[src/rtl/demux1x4_4bits_reg.sv]
// Registered 1-to-4 nibble distributor: nibbles fill four shadow slots (auto pointer or
// explicit select) and whole frames are committed atomically to the output registers.
module demux1x4_4bits_reg #(
    parameter int P_W   = 4,
    parameter int P_SEL = 2
) (
    input  logic             clk,
    input  logic             rst_n,
    input  logic [P_W-1:0]   ent,
    input  logic [P_SEL-1:0] sel,
    input  logic             auto_mode,
    input  logic             in_valid,
    input  logic             commit,
    input  logic             clear,
    output logic             in_ready,
    output logic [P_W-1:0]   out0,
    output logic [P_W-1:0]   out1,
    output logic [P_W-1:0]   out2,
    output logic [P_W-1:0]   out3,
    output logic [P_SEL-1:0] ptr,
    output logic             frame_done
);

    localparam logic [P_SEL-1:0] LP_LAST_SLOT = P_SEL'(3);

    logic [3:0][P_W-1:0] r_shadow;
    logic [3:0][P_W-1:0] r_out;
    logic [P_SEL-1:0]    r_ptr;
    logic                r_frame_done;

    logic                w_accept;
    logic [P_SEL-1:0]    w_slot;
    logic                w_commit;
    logic [3:0][P_W-1:0] w_shadow_next;

    // Handshake: a nibble transfers on a rising edge when in_valid && in_ready.
    // in_ready is low only during reset and clear, so a producer may simply hold
    // in_valid and ent until it sees in_ready high at an edge.
    assign in_ready = rst_n & ~clear;
    assign w_accept = in_valid & in_ready;
    assign w_slot   = auto_mode ? r_ptr : sel;

    // Auto mode commits when the last slot fills; manual mode commits on request.
    always_comb begin
        w_commit = 1'b0;
        if (!clear) begin
            if (auto_mode) begin
                w_commit = w_accept && (r_ptr == LP_LAST_SLOT);
            end else begin
                w_commit = commit;
            end
        end
    end

    // Shadow contents as they will be after this edge; committing from this view
    // lets a same-edge nibble bypass straight into the output frame.
    always_comb begin
        w_shadow_next = r_shadow;
        if (w_accept) begin
            w_shadow_next[w_slot] = ent;
        end
    end

    always_ff @(posedge clk or negedge rst_n) begin
        if (!rst_n) begin
            r_shadow     <= '0;
            r_out        <= '0;
            r_ptr        <= '0;
            r_frame_done <= 1'b0;
        end else if (clear) begin
            r_shadow     <= '0;
            r_out        <= '0;
            r_ptr        <= '0;
            r_frame_done <= 1'b0;
        end else begin
            r_shadow     <= w_shadow_next;
            r_frame_done <= w_commit;
            if (w_commit) begin
                r_out <= w_shadow_next;
            end
            if (auto_mode && w_accept) begin
                r_ptr <= r_ptr + P_SEL'(1);
            end
        end
    end

    assign out0       = r_out[0];
    assign out1       = r_out[1];
    assign out2       = r_out[2];
    assign out3       = r_out[3];
    assign ptr        = r_ptr;
    assign frame_done = r_frame_done;

endmodule
[config.mk]
export PLATFORM = sky130hd
export DESIGN_NAME = demux1x4_4bits_reg
export DESIGN_NICKNAME = d
export VERILOG_FILES = /design/src/rtl/demux1x4_4bits_reg.sv
export SDC_FILE = /design/constraint.sdc
export NUM_CORES = 1
export LEC_CHECK = 0
export ABC_AREA = 1
export BUFFER_PORTS_ARGS = -buffer_cell sky130_fd_sc_hd__buf_4
export CELL_PAD_IN_SITES_DETAIL_PLACEMENT = 1
export CELL_PAD_IN_SITES_GLOBAL_PLACEMENT = 1
export CORE_MARGIN = 4
export CORE_UTILIZATION = 44
export CTS_CLUSTER_SIZE = 25
export DETAILED_ROUTE_END_ITERATION = 8
export GPL_ROUTABILITY_DRIVEN = 0
export HOLD_SLACK_MARGIN = 0.03
export PLACE_DENSITY_LB_ADDON = 0.1
export RECOVER_POWER = 50
export SLEW_MARGIN = 25
export SYNTH_ARGS = -nofsm -noshare
export SYNTH_HDL_FRONTEND = slang
export SYNTH_SLANG_ARGS = --single-unit
[constraint.sdc]
create_clock -name clk -period 4.15 [get_ports clk]
set_clock_uncertainty 0.15 [all_clocks]
set_input_delay 0.83 -clock clk [delete_from_list [all_inputs] [get_ports clk]]
set_output_delay 0.83 -clock clk [all_outputs]
set_load 0.03 [all_outputs]
# --- Yosys cells after proc, flatten, opt, wreduce, memory -nomap -nowiden ---
# Cells that the tools add are included.
word_totals:
  register_bits: 35
  word_cells: 35
  out_inout_bits: 20
classes:
  n_reduce_logical: 5
  muxes: 13
  order_cmp: 2
  addsub: 1
  n_eq_ne: 1
  n_bitwise: 3
op_table:
  columns: ["cell", "n"]
  rows:
  - ["16-bit two-way mux", 4]
  - ["16-bit bitwise mux", 1]
  - ["4-bit demux with 2-bit select", 1]
  - ["2-bit two-way mux", 3]
  - ["4-bit two-way mux", 1]
  - ["2-bit nonzero test", 2]
  - ["1-bit logical AND", 3]
  - ["2-bit by 3-bit < comparator with 1-bit output (second input constant)", 1]
  - ["1-bit two-way mux", 3]
  - ["2-bit by 1-bit adder with 2-bit output (second input constant)", 1]
  - ["1-bit AND", 2]
  - ["2-bit == test (second input constant)", 1]
  - ["2-bit by 1-bit greater-or-equal comparator with 1-bit output (second input constant)", 1]
  - ["1-bit NOT", 1]

# --- Depth between registers and ports, before layout ---
logic_depth:
  depth_word: 9
  depth_mapped: 8

# --- Worst setup path before layout ---
# Ideal clock, no wire load.
synth_timing:
  path_type: "input to output"
  startpoint: "input rst_n"
  endpoint: "output in_ready"
  slack_ns: 2.019
  path_buffers: 0
  path_stages: 2
  arrival_ns: 1.151
  path_cell_list: "inv_1 nor2_2"
synth_between:
  elab_chain_cells: 1
synth_lines:
  columns: ["item", "line", "rtl"]
  rows:
  - ["from (decl)", "8", "input logic rst_n,"]
  - ["1-bit AND", "39", "assign in_ready = rst_n & ~clear;"]
  - ["to (decl)", "15", "output logic in_ready,"]
# Every way passes these cells.

# --- Final worst setup path ---
# Same ends and word-level chain as after synthesis.

==> results.yml <==
yosys:
  ys_seq_area_share_pct: 51.78
  yosysMostFrequentCell: "nand2_1"
  yosysWarningCount: 0
  yosys-mux-area-fraction_pct: 0
  synth-edff-count: 0
  synth-simple-area-share_pct: 37.57
  ys_seq_elements: 35
  synth_top_cell_by_area: "dfrtp_1"
  syn_nets: 203
  ys.flop_type: "dfrtp_1"
  yosysTopAreaCellShare_pct: 51.78
  synth_area_mm2: 0.001692
  netlist_top_cells_count: "nand2_1 (53), dfrtp_1 (35), inv_1 (25)"
  synth_adder_area_share_pct: 0.7396
  synth_cell_type_count: 22
  synth_top_family_by_area: "simple AND/OR/NAND/NOR gates"
  ys_async_sr_fraction_pct: 100.0
  synth_area_leaders: "dfrtp_1 (52%), nand2_1 (12%), and3_1 (5.9%)"
  avgSynthCellArea_um2: 8.903
  synth-compound-area-share_pct: 1.479
  synthXorXnorAreaFrac_pct: 0
  syn_inst: 190
timing:
  fmaxAchievable_ghz: 0.3696
  rsz0062_at_grt: "no"
  slew_headroom_pct: 65.38
  drv_slew: 0
  min_period_ns: 2.705
  fin_tns_setup_ns: 0
  period_share_pct: 65.19
  setup_violations: 0
  hold_violations: 0
  worstMarginPinSlew_ns: 0.5185
layout:
  drive_above_1_share_pct: 19.73
  n_antenna_cell: 0
  finalNonFillerCells: 271
  nets: 235
  final_util_pct: 54.88
  final_area_mm2: 0.002024
  synthToLayoutAreaGrowth_pct: 19.67
floorplanning:
  ios: 32
  num_rows: 22
  fp.dieH_um: 70.01
  die_x_um: 70.01
  core-area_mm2: 0.003689
  die_area_mm2: 0.004901
  initial_utilization_pct: 45.86
grt:
  grt_use_total_pct: 19.13
  grt_pass1_vias: 1557
  grt_antenna_before_repair: 0
  grt_first_pass_wirelength_um: 7389
  grt_max_degree: 38
  grt_overflow: 0
placed_design:
  placed_area_mm2: 0.001943
  io_buffers: 31
  hpwl_um: 3083
  place_inst: 263
setup_path:
  crit_path_start_kind: "input port"
  worstSetupPathType: "input port to output port"
  crit_top_cell: "buf_4"
  worstPathCellList: "buf_4 > inv_1 > nor2_1 > buf_4"
  max_stage_delay_ns: 0.40
  cp_slowest_cell: "buf_4"
  cp.required_ns: 3.17
  critPathCaptureType: "output port"
  arrival_ns: 1.73
  path_max_fanout: 37
hold_path:
  hold_class: "flip-flop to flip-flop"
pwr:
  power.density_mw_per_mm2: 366.5
  leakagePower_uw: 0.001167
  swShare_pct: 24.21
  p_int_uw: 562.4
  power_frac_comb_pct: 10.2
  power_frac_seq_pct: 47.2
  peakVddDrop_uv: 158.6
  power_uw: 742.0
  p_switching_uw: 179.6
  clkPwrFrac_pct: 42.6
clocking:
  clockRootBuffer: "clkbuf_8"
  cts_buffer_depth: 2
  cts_tree: "done"
  htreeDepth: 2
  post_cts_buffers: 0
  ctsResizeCount: 0
  clkTransAtPathRegs_ns: 0.07
  cts_buffers: 5
  cts.sinks: 35
  cts_hold_buf: 0
  clkLatencyLatePin_ns: 0.28
outcome:
  status: "finished, final reports clean"
detailed_routing:
  drc: 0
  dr.first_iter.drc_count: 37
  drt-pass1-iter-count: 5
  viasPerCell: 5.255
  wire_per_inst_um: 15.93
  wl_um: 4317
  vias: 1424
  ant_nets: 0
flow_run:
  cap_viol_max_count: 0
-- power by group through the flow --
| stage | sequential, µW | clock [µW] | combinational, µW |
|---|---|---|---|
| after global routing | 351 | 339 | 83.9 |
| after floorplan | 363 | 0 | 40.4 |
| after global placement | 356 | 0 | 74.2 |
| final | 350 | 316 | 75.6 |
| after CTS | 351 | 323 | 77.7 |
| after detailed placement | 357 | 0 | 77.5 |
-- per-stage QoR --
stage / setup slack (ns) / hold slack (ns)
2_1_floorplan: 2.019 / 0.3844
5_1_grt: 1.343 / 0.3577
6_report: 1.445 / 0.3276
4_1_cts: 1.473 / 0.3360
3_3_place_gp: 1.508 / 0.3136
3_5_place_dp: 1.474 / 0.3179
-- area by class of cell --
cell class                 instances  area, µm²
timing repair buffer              31      198.9
fill                             448       1664
tap                               48      60.06
sequential                        35      875.8
clock buffer                       6      82.58
clock inverter                     2      35.03
inverter                          27      101.3
multi-input combinational        122      670.6
-- final timing paths --
path,cells past startpoint,startpoint,slack [ns],end
max in group asynchronous,1,rst_n,3.15,out1[3]
setup reg to reg,6,ptr[0],2.44,out1[2]
min in group asynchronous,1,rst_n,0.36,out0[2]
hold reg to reg,2,out1[1],0.33,out1[1]
setup / recovery,4,rst_n,1.44,in_ready
hold / removal,2,out1[1],0.33,out1[1]
-- cells by family (layout without fill, tap and decap cells) --
kind of cell | count (synthesis) | after routing
DFF | 35 | 35
and+or+nand+nor | 116 | 116
buffers and inverters | 33 | 66
adders and majority gates | 1 | 1
AOI/OAI and AO/OA | 5 | 5
-- critical path, delay by kind of cell --
family | cells | cell delay [ns]
buf+inv | 3 | 0.69
simple gates | 1 | 0.19
-- flip-flops by register name, indices dropped and copies added, names as in the netlist --
signal	flops
out3	4
out0	4
r_shadow	16
frame_done	1
out2	4
out1	4
ptr	2
-- cells in the final DEF, fill, tap and decap left out, types with 4 or more instances in the layout --
master	count
nand2_1	53
dfrtp_1	35
inv_1	25
buf_4	22
nand3_1	18
and3_1	16
nand4_1	16
clkbuf_1	9
clkbuf_8	6
nand2_4	4
-- layer usage --
metal	global-route usage, %	part of all wire [%]	vias up
li1	-	-	685
met3	4.173	4.3	5
met4	6.170	1.4	0
met1	23.76	44	697
met2	32.95	51	37
met5	0	0	-
Power figures use the tool's default switching activity.
